==> config.mk <==
export PLATFORM = sky130hd
export DESIGN_NAME = flux_rr_scheduler
export DESIGN_NICKNAME = d
export VERILOG_FILES = /design/src/rtl/flux_sched_pkg.sv /design/src/rtl/flux_rr_scheduler_rr_pick.sv /design/src/rtl/flux_rr_scheduler.sv
export SDC_FILE = /design/constraint.sdc
export NUM_CORES = 1
export LEC_CHECK = 0
export CORE_AREA = 2 2 39 41
export CTS_BUF_LIST = sky130_fd_sc_hd__clkbuf_4
export DETAILED_ROUTE_END_ITERATION = 16
export DIE_AREA = 0 0 41 43
export PLACE_DENSITY_LB_ADDON = 0.15
export REMOVE_ABC_BUFFERS = 1
export SLEW_MARGIN = 20
export SYNTH_ARGS = -nofsm -noshare
export SYNTH_HDL_FRONTEND = slang
export SYNTH_SLANG_ARGS = --single-unit
==> constraint.sdc <==
create_clock -name clk -period 4.5 [get_ports clk]
set_input_delay 1.125 -clock clk [delete_from_list [all_inputs] [get_ports clk]]
set_output_delay 1.125 -clock clk [all_outputs]
set_load 0.005 [all_outputs]
==> src/rtl/flux_sched_pkg.sv <==
// Shared types and helpers for the quantum round-robin flux scheduler.
package flux_sched_pkg;

    typedef enum logic {
        IDLE  = 1'b0,
        BURST = 1'b1
    } sched_state_t;

    localparam int STAT_WIDTH = 16;

    // Width of a flux index; a single flux still gets a 1-bit tag.
    function automatic int tag_width(input int flux);
        return (flux > 1) ? $clog2(flux) : 1;
    endfunction

endpackage

==> src/rtl/flux_rr_scheduler_rr_pick.sv <==
// rr_pick: combinational circular first-ready search starting at 'start'.
// 'start' must already lie in 0..N-1; the scan wraps N-1 -> 0 explicitly,
// so N need not be a power of two.
module rr_pick #(
    parameter int N = 2,
    parameter int W = 1
) (
    input  logic [N-1:0] ready,
    input  logic [W-1:0] start,
    output logic         found,
    output logic [W-1:0] index
);

    // Scan N candidates from start, keeping the first ready one.
    always_comb begin
        int idx;
        found = 1'b0;
        index = '0;
        idx   = 0;
        for (int k = 0; k < N; k++) begin
            idx = int'(start) + k;
            if (idx >= N) begin
                idx = idx - N;
            end
            if (!found && ready[idx]) begin
                found = 1'b1;
                index = W'(idx);
            end
        end
    end

endmodule

==> src/rtl/flux_rr_scheduler.sv <==
// flux_rr_scheduler: quantum-based round-robin grant for a shared tagged actor.
// A granted flux keeps the actor for up to QUANTUM transfers; full stalls the
// burst without losing the turn, a starved owner hands over in the same cycle.
// Optional per-flux fire counters: define FLUX_SCHED_STATS_EN.
//
//   state | meaning
//   IDLE  | no owner; search from last+1 each cycle
//   BURST | owner holds the actor, cnt transfers done so far
module flux_rr_scheduler
    import flux_sched_pkg::*;
#(
    parameter int FLUX    = 2,
    parameter int QUANTUM = 4
) (
    input  logic                          clk,
    input  logic                          rst_n,
    input  logic [FLUX-1:0]               empty_a,
    input  logic [FLUX-1:0]               empty_b,
    input  logic                          full,
    output logic [FLUX-1:0]               read_a,
    output logic [FLUX-1:0]               read_b,
    output logic                          write,
    output logic [tag_width(FLUX)-1:0]    tag,
    output logic [tag_width(FLUX)-1:0]    owner,
    output logic                          busy
`ifdef FLUX_SCHED_STATS_EN
    ,
    input  logic                          stat_clr,
    output logic [FLUX*STAT_WIDTH-1:0]    stat_cnt
`endif
);

    localparam int TAG_WIDTH = tag_width(FLUX);
    localparam int CNT_WIDTH = $clog2(QUANTUM + 1);

    sched_state_t         state_q, state_d;
    logic [TAG_WIDTH-1:0] owner_q, owner_d;
    logic [TAG_WIDTH-1:0] last_q, last_d;
    logic [CNT_WIDTH-1:0] cnt_q, cnt_d;

    logic [FLUX-1:0]      ready;
    logic [TAG_WIDTH-1:0] pick_start;
    logic                 pick_found;
    logic [TAG_WIDTH-1:0] pick_idx;
    logic                 fire;
    logic                 fire_g;
    logic [TAG_WIDTH-1:0] grant;

    function automatic logic [TAG_WIDTH-1:0] next_idx(input logic [TAG_WIDTH-1:0] x);
        return (x == TAG_WIDTH'(FLUX - 1)) ? '0 : x + 1'b1;
    endfunction

    assign ready = ~empty_a & ~empty_b & {FLUX{~full}};

    rr_pick #(
        .N (FLUX),
        .W (TAG_WIDTH)
    ) u_pick (
        .ready (ready),
        .start (pick_start),
        .found (pick_found),
        .index (pick_idx)
    );

    // State, owner, release pointer and burst counter.
    always_ff @(posedge clk or negedge rst_n) begin
        if (!rst_n) begin
            state_q <= IDLE;
            owner_q <= '0;
            last_q  <= TAG_WIDTH'(FLUX - 1);
            cnt_q   <= '0;
        end else begin
            state_q <= state_d;
            owner_q <= owner_d;
            last_q  <= last_d;
            cnt_q   <= cnt_d;
        end
    end

    // Next-state and grant decision from registered state.
    always_comb begin
        state_d    = state_q;
        owner_d    = owner_q;
        last_d     = last_q;
        cnt_d      = cnt_q;
        fire       = 1'b0;
        grant      = '0;
        pick_start = next_idx(last_q);
        case (state_q)
            IDLE: begin
                pick_start = next_idx(last_q);
                if (pick_found) begin
                    fire  = 1'b1;
                    grant = pick_idx;
                    if (QUANTUM == 1) begin
                        last_d = pick_idx;
                    end else begin
                        state_d = BURST;
                        owner_d = pick_idx;
                        cnt_d   = CNT_WIDTH'(1);
                    end
                end
            end
            BURST: begin
                pick_start = next_idx(owner_q);
                if (ready[owner_q]) begin
                    fire  = 1'b1;
                    grant = owner_q;
                    cnt_d = cnt_q + 1'b1;
                    if (cnt_q + 1'b1 == CNT_WIDTH'(QUANTUM)) begin
                        state_d = IDLE;
                        last_d  = owner_q;
                    end
                end else if (full) begin
                    // Backpressure: hold the turn untouched.
                    state_d = BURST;
                end else begin
                    // Owner starved: release and hand over in the same cycle.
                    last_d = owner_q;
                    if (pick_found) begin
                        fire  = 1'b1;
                        grant = pick_idx;
                        if (QUANTUM == 1) begin
                            state_d = IDLE;
                            last_d  = pick_idx;
                        end else begin
                            owner_d = pick_idx;
                            cnt_d   = CNT_WIDTH'(1);
                        end
                    end else begin
                        state_d = IDLE;
                    end
                end
            end
            default: begin
                state_d = IDLE;
            end
        endcase
    end

    assign fire_g = fire & rst_n;

    // One-hot strobes and tag, forced to zero while reset is asserted.
    always_comb begin
        read_a = '0;
        for (int i = 0; i < FLUX; i++) begin
            read_a[i] = fire_g && (grant == TAG_WIDTH'(i));
        end
    end

    assign read_b = read_a;
    assign write  = fire_g;
    assign tag    = fire_g ? grant : '0;
    assign owner  = rst_n ? owner_q : '0;
    assign busy   = rst_n && (state_q == BURST);

`ifdef FLUX_SCHED_STATS_EN
    for (genvar i = 0; i < FLUX; i++) begin : g_stat
        logic [STAT_WIDTH-1:0] count_q;

        // Saturating per-flux fire counter; clear beats increment.
        always_ff @(posedge clk or negedge rst_n) begin
            if (!rst_n) begin
                count_q <= '0;
            end else if (stat_clr) begin
                count_q <= '0;
            end else if (read_a[i] && (count_q != {STAT_WIDTH{1'b1}})) begin
                count_q <= count_q + 1'b1;
            end
        end

        assign stat_cnt[i*STAT_WIDTH +: STAT_WIDTH] = count_q;
    end
`endif

endmodule

; Word level (Yosys, flattened, before mapping)
; Index checks and enable logic that the tools add are counted.
[classes]
muxes = 42
eq_ne = 6
n_addsub = 6
n_reduce_logical = 7
magnitude_cmp = 5
bitwise = 8
[ops]
columns = op, count
row1 = $lt A32 B3 Y1 const B, 2
row2 = $mux W32, 2
row3 = $ge A32 B3 Y1 const B, 1
row4 = $sub A32 B3 Y32 const B, 1
row5 = $mux W1, 31
row6 = $pmux W1 S2, 5
row7 = $mux W3, 3
row8 = $pmux W3 S2, 1
row9 = $and A2 B2 Y2, 2
row10 = $logic_and A1 B1 Y1, 4
row11 = $ne A2 B1 Y1 const B, 2
row12 = $ne A2 B2 Y1 const B, 2
row13 = $not A2 Y2, 2
row14 = $add A3 B1 Y3 const B, 1
row15 = $eq A3 B3 Y1 const B, 1
row16 = $ne A3 B2 Y1 const B, 1
row17 = $not A1 Y1, 3
row18 = $reduce_and A3 Y1, 1
row19 = $sub A1 B2 Y3 const B, 1
row20 = $add A1 B1 Y1 const B, 2
row21 = $add A1 B1 Y2 const B, 1
row22 = $ge A1 B2 Y1 const B, 1
row23 = $lt A1 B2 Y1 const B, 1
row24 = $reduce_and A2 Y1, 1
row25 = 2 further kinds, 2
[totals]
regBits = 6
elab_cells = 78
output_inout_bits = 8
inputBits = 7

; Logic depth before layout (Yosys ltp)
; Gate-level depths: netlist of the first run.
[depth]
ltp_word = 18
ltp_mapped = 4
mapped_depth_nobuf = 4

; Cells and area by module
; A second synthesis of the first run with hierarchy kept.
[hier_totals]
cells_unflattened = 54
area_unflattened_um2 = 511.7
[by_module_without_submodules]
columns = mod, area_per_inst_um2, cells_each, n_inst
row1 = flux_rr_scheduler, 494.2, 51, 1
row2 = rr_pick, 17.5, 3, 1

; Least setup slack after synthesis of the first run
; OpenSTA, ideal clock, no wires.
[synth_timing]
kind = in2out
startpoint = input port full
endpoint = output port read_b[0]
arrival_time_ns = 1.984
path_stages = 3
required_ns = 3.375
n_path_buf = 1
slack_ns = 1.391
path_cell_list = or3_1 -> a211oi_1 -> buf_4
[synth_via]
elab_chain_cells = 15
elab_cells_between_ends = 27
cone_classes = 20 x mux / 4 x bitwise / 3 x reduce/logical
[synth_rtl]
columns = element, line_no
row1 = from (decl), flux_rr_scheduler.sv:19  ; input logic full,
row2 = $not A1 Y1, flux_rr_scheduler.sv:53  ; assign ready = ~empty_a & ~empty_b & {FLUX{~full}};
row3 = $and A2 B2 Y2, flux_rr_scheduler.sv:53
row4 = $mux W1 (implied by the code) (3 in a row), flux_rr_scheduler_rr_pick.sv:25  ; if (!found && ready[idx]) begin
row5 = $mux W1, flux_rr_scheduler_rr_pick.sv:25
row6 = $logic_not A1 Y1, flux_rr_scheduler_rr_pick.sv:25
row7 = $logic_and A1 B1 Y1, flux_rr_scheduler_rr_pick.sv:25
row8 = $mux W1, flux_rr_scheduler_rr_pick.sv:25
row9 = $mux W1, "flux_rr_scheduler.sv:92, flux_rr_scheduler.sv:120"
row10 = $mux W1, flux_rr_scheduler.sv:114  ; end else if (full) begin
row11 = $mux W1, flux_rr_scheduler.sv:106  ; if (ready[owner_q]) begin
row12 = $pmux W1 S2, flux_rr_scheduler.sv:89  ; case (state_q)
row13 = $and A1 B1 Y1 / $not A1 Y1 (equally long branches), "flux_rr_scheduler.sv:141, flux_rr_scheduler.sv:147"
row14 = $logic_and A1 B1 Y1 (*), flux_rr_scheduler.sv:147  ; read_a[i] = fire_g && (grant == TAG_WIDTH'(i));
row15 = to (decl), flux_rr_scheduler.sv:21  ; output logic [FLUX-1:0] read_b,
; Every way passes the cells marked *; elsewhere a longest branch is shown, timed or not. The select of a mux whose other input is x is not followed.

; Final worst setup path of the first run
; Same ends and word-level chain as after synthesis.

==> flow_summary.json, run 1 <==
{
  "cpMaxStageDelayCell": "clkdlybuf4s50_1",
  "slew_headroom": 0.712,
  "syn_area_um2": 457,
  "cts_tree": "done",
  "syn_area_per_cell_um2": 9.72,
  "dieArea_um2": 1760,
  "finalSetupViolations": 0,
  "cellLeakagePower_uw": 0.000269,
  "slowest_delay_ps": 560,
  "grt_pass1_wl_um": 1550,
  "cts_sinks": 6,
  "timing_worst_setup_path_type": "input port to primary output",
  "synth_top_family_by_area": "compound AO/OA/AOI/OAI gates",
  "fillCellCount": 139,
  "grt_pass1_vias": 354,
  "fin_crit_sh": 0.891,
  "clock_latency_ps": 250,
  "cp_num_buf_inv": 2,
  "drive_gt1_frac": 0.143,
  "area_delta_synth_final_pct": 38.4,
  "nets": 73,
  "start_util": 0.330,
  "io_buffers": 14,
  "rsz0062_at_grt": "no",
  "cp-start-kind": "input port",
  "clkSlewWorstSetupHoldPaths_ps": 50,
  "ys_types": 30,
  "pin_count": 15,
  "outcome": "complete, no violations",
  "antenna-diode-count": 0,
  "numCtsBuffers": 3,
  "core_area_um2": 1380,
  "ys_seq_elements": 6,
  "crit_fanout": 6,
  "fp.dieH_um": 43,
  "grt.overflow.total": 0,
  "wl_um": 923,
  "hold_path_class": "flop to flop",
  "htreeDepth": 1,
  "cp.arrival_ps": 2880,
  "grt_start_max_net_pins": 9,
  "hpwl_um": 742,
  "dp_cells": 75,
  "tightest_slew_ps": 429,
  "path_cells": "clkdlybuf4s50_1, or3_1, a211oi_1, clkdlybuf4s50_1",
  "cp_common_cell": "clkdlybuf4s50_1",
  "cp-end-kind": "primary output",
  "postSynthCellCount": 47,
  "hold_viol": 0,
  "cts_resized": 0,
  "synth_compound_area_frac": 0.301,
  "multi_input_area_um2": 272,
  "ys_seq_area_frac": 0.332,
  "fin_worst_skew_ps": 2.72,
  "via_per_inst": 5.14,
  "num_vias": 406,
  "drt_iter0_markers": 15,
  "cts_buffer_depth": 2,
  "synth_simple_gate_area_frac": 0.197,
  "drtAntennaViolNets": 0,
  "cap_violations": 0,
  "grt_usage": 0.129,
  "synthMuxAreaShare": 0.0219,
  "pwr_density_cell_nw_per_um2": 297,
  "postCtsSetupBuffers": 0,
  "yosysWarnings": 0,
  "die_w_um": 41,
  "register_area_um2": 151,
  "std_cell_rows": 14,
  "drv_slew": 0,
  "crit_family": "buffers and inverters",
  "ir_worst_vdd_mv": 0.195,
  "gp_congestion": 0.736,
  "synthAdderAreaFrac": 0.0548,
  "period_needed_ps": 4010,
  "first_pass_iters": 3,
  "cts_hold_buf": 0,
  "synth-xor-area-share": 0.0192,
  "antenna_found_initial": 0,
  "fmax_ghz": 0.250,
  "drc": 0,
  "setup-tns-final_ps": 0,
  "final_cells": 79,
  "cts_root_buffer": "clkbuf_4",
  "worst_ep_required_time_ps": 3380,
  "wire_per_inst_um": 11.7
}
-- final cells by class --
type | count | share of cell area
inverter | 3 | 0.0178
timing repair buffer | 15 | 0.234
clock buffer | 4 | 0.0475
sequential | 6 | 0.240
tap | 16 | 0.0317
multi-input combinational | 35 | 0.430
-- state kept, by name, summed over array words and instances, names as in the netlist --
| name | count |
|---|---|
| last_q | 1 |
| state_q | 1 |
| owner_q | 1 |
| cnt_q | 3 |
-- per-stage QoR --
step | total power [uW] | utilization | setup WS [ps] | hold slack [ps] | area [um2]
after floorplan | 105 | - | 1510 | 484 | 434
after global placement | 127 | 0.435 | 520 | 503 | 602
after detailed placement | 127 | 0.435 | 493 | 508 | 602
after CTS | 190 | 0.457 | 488 | 515 | 632
after global routing | 201 | 0.457 | 438 | 546 | 632
final | 188 | 0.457 | 492 | 507 | 632
-- worst reg2reg max path, stage by stage (launching register included) --
cell	delay [ps]
dfrtp_1	400
ha_1	250
xor2_1	190
a211o_1	310
a311oi_1	260
-- worst paths after layout --
path	cells after the start	startpoint	slack (ps)	end
min reg2reg	1	cnt_q[0]	510	cnt_q[0]
max in group asynchronous	2	rst_n	3120	last_q
min	1	cnt_q[0]	510	cnt_q[0]
max	4	full	490	read_b[0]
max reg2reg	4	cnt_q[0]	3000	last_q
min in group asynchronous	2	rst_n	1180	owner_q
-- cell families (layout without fill, tap and decap cells) --
group / count (synthesis) / in the layout
AO/OA/AOI/OAI: 16 / 16
XOR/XNOR: 1 / 1
adder cells (fa/ha/maj): 2 / 2
buffers and inverters: 6 / 22
flip-flops: 6 / 6
multiplexers: 1 / 1
AND/OR/NAND/NOR: 15 / 15
-- per-layer routing --
metal / up-vias / GRT usage / wire length [um]
met5: - / 0 / 0
met1: 194 / 0.180 / 427
met3: 0 / 0.0785 / 47
met4: 0 / 0.0200 / 0
met2: 8 / 0.172 / 449
li1: 204 / - / -
-- cell usage after synthesis --
cell | count | area share
nand2_1 | 2 | 0.016
a211oi_1 | 1 | 0.016
or3b_4 | 1 | 0.025
xor2_1 | 1 | 0.019
o22ai_1 | 1 | 0.014
o21ai_1 | 1 | 0.011
buf_4 | 3 | 0.049
o21ai_0 | 1 | 0.011
or3_4 | 1 | 0.025
a21oi_1 | 3 | 0.033
a311oi_1 | 1 | 0.019
nor2b_1 | 2 | 0.027
ha_1 | 2 | 0.055
a2111oi_0 | 1 | 0.019
a211o_1 | 1 | 0.019
dfstp_2 | 1 | 0.058
or3_1 | 1 | 0.014
nand2b_1 | 2 | 0.027
o211a_1 | 1 | 0.022
a221o_1 | 1 | 0.022
a21o_1 | 1 | 0.016
and2_1 | 2 | 0.027
dfrtp_1 | 5 | 0.27
a22o_1 | 1 | 0.019
mux2i_1 | 1 | 0.022
nor2_1 | 3 | 0.025
a2111oi_4 | 1 | 0.060
nor3_1 | 1 | 0.011
a32oi_1 | 1 | 0.019
inv_1 | 3 | 0.025
-- cell usage in the layout, fill, tap and decap left out, types with 2 or more instances in the layout --
cell | netlist | layout
clkdlybuf4s50_1 | 0 | 14
dfrtp_1 | 5 | 5
clkbuf_4 | 0 | 4
inv_1 | 3 | 3
nor2_1 | 3 | 3
a21oi_1 | 3 | 3
nand2b_1 | 2 | 2
and2_1 | 2 | 2
nand2_1 | 2 | 2
nor2b_1 | 2 | 2
ha_1 | 2 | 2
-- power by group --
group	internal, uW	switching [uW]
Clock	39.8	21.6
Sequential	64.6	9.13
Combinational	27.9	24.7
No activity file was read; power rests on OpenSTA's default activity.
==> run 2, diff against run 1 <==
ABC_CLOCK_PERIOD_IN_PS = 4500   (was not set)
==> results of run 2 <==
The final DEF is identical to that of run 1; final timing and power are the same.
==> run 3, diff against run 2 <==
CORE_AREA = 8 8 45 47   (was 2 2 39 41)
CTS_CLUSTER_DIAMETER = 80   (was not set)
DIE_AREA = 0 0 53 55   (was 0 0 41 43)
==> run 3 against run 2 <==
Design area stayed put. Combinational power is 1% higher. Total power is 1.2% higher. Die area is 65% higher. Final cell count stayed put. Global-route usage is 4.9 points lower. Via count stayed put. Largest power group unchanged. Critical path depth stayed put. Hold slack better by 9.2 ps. Clock-buffer cell count stayed put. Sequential power is 0.5% higher.
==> flow_summary.json, run 3 (synthesis results as in run 1) <==
{
  "cts_tree": "done",
  "drive_gt1_frac": 0.143,
  "fin_worst_skew_ps": 5.75,
  "wl_um": 1070,
  "final_cell_mix": "14 x clkdlybuf4s50_1, 5 x dfrtp_1, 4 x clkbuf_4",
  "worstReg2RegStart": "cnt_q[0]",
  "die_w_um": 53,
  "hold_path_class": "flop to flop",
  "ir_worst_vdd_mv": 0.266,
  "fp.dieH_um": 55,
  "grt_pass1_vias": 379,
  "cp-startpoint": "full",
  "wl_met2_um": 537,
  "std_cell_rows": 14,
  "rsz0062_at_grt": "no",
  "multi_input_area_um2": 272,
  "io_buffers": 14,
  "worst_ep_required_time_ps": 3380,
  "rr_worst_depth": 4,
  "pwr_density_cell_nw_per_um2": 301,
  "num_vias": 406,
  "cp-end-kind": "primary output",
  "start_util": 0.330,
  "min_from": "cnt_q[0]",
  "largest_reg_flops": 3,
  "hold_viol": 0,
  "antenna_found_initial": 0,
  "antenna-diode-count": 0,
  "fillCellCount": 144,
  "final_cells": 79,
  "largest-register": "cnt_q",
  "clock_latency_ps": 250,
  "fin_crit_sh": 0.887,
  "top_layer": "met3",
  "core_area_um2": 1380,
  "final_common_cell": "clkdlybuf4s50_1",
  "wire_per_inst_um": 13.5,
  "finalSetupViolations": 0,
  "whs_path_depth": 1,
  "cap_violations": 0,
  "dp_cells": 75,
  "htreeDepth": 1,
  "numCtsBuffers": 3,
  "first_pass_iters": 4,
  "grt_start_max_net_pins": 9,
  "drc": 0,
  "drtAntennaViolNets": 0,
  "outcome": "complete, no violations",
  "cts_sinks": 6,
  "area_delta_synth_final_pct": 38.4,
  "worst_hold_path.endpoint": "cnt_q[0]",
  "cellLeakagePower_uw": 0.000269,
  "route.met3.wl_um": 83,
  "clkSlewWorstSetupHoldPaths_ps": 50,
  "via_per_inst": 5.14,
  "dieArea_um2": 2920,
  "dp_slack_ps": 498,
  "pin_count": 15,
  "cp.arrival_ps": 2870,
  "crit_fanout": 6,
  "grt_usage": 0.0802,
  "drv_slew": 0,
  "register_area_um2": 151,
  "r2r_setup_slack_ps": 3000,
  "cts_root_buffer": "clkbuf_4",
  "fmax_ghz": 0.251,
  "drt_iter0_markers": 13,
  "slew_headroom": 0.726,
  "met1Wirelength_um": 449,
  "cts_resized": 0,
  "cp-start-kind": "input port",
  "cts_hold_buf": 0,
  "nets": 73,
  "postCtsSetupBuffers": 0,
  "timing_worst_setup_path_type": "input port to primary output",
  "grt.overflow.total": 0,
  "hpwl_um": 833,
  "cts_buffer_depth": 2,
  "gp_congestion": 0.705,
  "cpMaxStageDelayCell": "clkdlybuf4s50_1",
  "slowest_delay_ps": 560,
  "path_cells": "clkdlybuf4s50_1, or3_1, a211oi_1, clkdlybuf4s50_1",
  "cp_common_cell": "clkdlybuf4s50_1",
  "period_needed_ps": 3990,
  "fin_ws_ps": 508,
  "r2r_end": "last_q",
  "grt_pass1_wl_um": 1690,
  "tightest_slew_ps": 401,
  "setup-tns-final_ps": 0
}
==> run 3: worst max-delay path: cells and delay by family <==
| kind | cells | cell delay, ps |
|---|---|---|
| buffers and inverters | 2 | 1050 |
| and+or+nand+nor | 1 | 460 |
| AOI/OAI and AO/OA | 1 | 240 |
==> run 3: how the worst max path moves through the flow <==
stage	endpoint	slack [ps]	cells past startpoint
2_1_floorplan	read_a[0]	1510	2
3_3_place_gp	read_a[0]	520	4
3_5_place_dp	read_a[0]	500	4
4_1_cts	read_a[0]	500	4
5_1_grt	read_b[0]	440	4
6_report	read_a[0]	510	4
==> run 3: area by class of cell <==
cell class | count | area share
repair buffers | 15 | 0.234
clock buffers | 4 | 0.0475
flip-flops and latches | 6 | 0.240
inverters | 3 | 0.0178
multi-input cells | 35 | 0.430
well taps | 16 | 0.0317
==> run 3: metrics by stage <==
step	hold slack, ps	total power (uW)	util	area [um2]
2_1_floorplan	484	105	-	434
5_1_grt	531	201	0.457	632
3_3_place_gp	505	128	0.435	602
6_report	516	190	0.457	632
3_5_place_dp	513	128	0.435	602
4_1_cts	520	191	0.457	632
==> run 3: power breakdown <==
group	total (uW)	switching (uW)	internal, uW
combinational	53.1	25.2	27.9
sequential	74.1	9.49	64.6
clock	62.8	23.0	39.8
total	190	57.7	132
==> run 3: metal layers <==
layer	GRT usage	vias to the layer above
li1	-	205
met1	0.0909	192
met2	0.119	9
met3	0.0535	0
met4	0.0259	0
met5	0	-
==> RTL change (config.mk and constraints of run 1) <==
Change the parameter `QUANTUM` from 4 to 8.
--- a/src/rtl/flux_rr_scheduler.sv
+++ b/src/rtl/flux_rr_scheduler.sv
@@ -10,7 +10,7 @@
     import flux_sched_pkg::*;
 #(
     parameter int FLUX    = 2,
-    parameter int QUANTUM = 4
+    parameter int QUANTUM = 8
 ) (
     input  logic                          clk,
     input  logic                          rst_n,
Formal check against the unedited RTL: not equivalent (Yosys sat finds a counterexample within 10 cycles, from zero or initial values and one cycle with rst_n low).
==> RTL change against run 1 <==
Cell count increased by 14%. Worst setup slack improved by 33 ps. Sequential cell count increased by 1. Routed wire length increased by 16%. Fmax increased by 0.83%. Area after synthesis increased by 21%. Total power increased by 17%. Final area increased by 13%.
==> RTL change: results (changes against run 1) <==
[timing]
fin_worst_skew_ps=5.76  ; +3.04 ps

[routing]
wl_per_cell_um=11.9  ; +1.5%
drt_iter0_markers=5  ; -10
wl_met1_um=542  ; +27%
wl_met2_um=515  ; +15%
drt_first_pass_iters=4  ; +1

[finish]
nets=84  ; +15%
drive_above_1_share_pct=14.9  ; +0.58 points

[global_route]
use_met3_pct=1.57  ; -6.3 points
grt_first_pass_wirelength_um=1770  ; +14%
first_global_vias=432  ; +22%
grt_use_met2_pct=19.7  ; +2.5 points
grt_max_degree=13  ; +4

[critical_path]
startpoint=empty_b[1]
worstPathMaxFanout=3  ; -3
endpoint=tag

[synth]
ys_top_cells_by_count=a21oi_1 (6), dfrtp_1 (6), nand2_1 (5)
synth_compound_area_share_pct=28.4  ; -1.7 points
synth_adder_area_share_pct=4.55  ; -0.93 points
synth_xor_area_share_pct=0  ; -1.9 points

[placement]
dpl.cell_count=86  ; +15%
hpwl_um=870  ; +17%

[power]
internal_power_w=0.000146  ; +11%
vdd_drop_max_uv=150  ; -23%
leakagePower_nw=0.275  ; +2.3%

[hold_path]
hp-start=last_q$_DFFE_PN1P_

[status]
status=finished clean

==> RTL change: worst reg2reg max path: cells and delay by family, from the launching register on <==
family	cells	cell delay [ps]
mux	1	210
simple gates	1	210
flops	1	460
fa+ha+maj	1	300
compound gates	2	300
==> RTL change: power groups by stage <==
stage | sequential (W) | combinational, W | clock [W]
2_1_floorplan | 0.0000961 | 0.0000413 | 0
3_3_place_gp | 0.000101 | 0.0000628 | 0
3_5_place_dp | 0.000101 | 0.0000633 | 0
4_1_cts | 0.000100 | 0.0000637 | 0.0000585
5_1_grt | 0.000104 | 0.0000706 | 0.0000625
6_report | 0.000101 | 0.0000627 | 0.0000555
==> RTL change: final cells by class <==
cell class	instances	area (um2)
Fill cell	132	668
Multi-Input combinational cell	46	340
Sequential cell	7	176
Timing Repair Buffer	14	140
Clock buffer	3	22.5
Tap cell	16	20.0
Inverter	3	11.3
Clock inverter	1	5.00
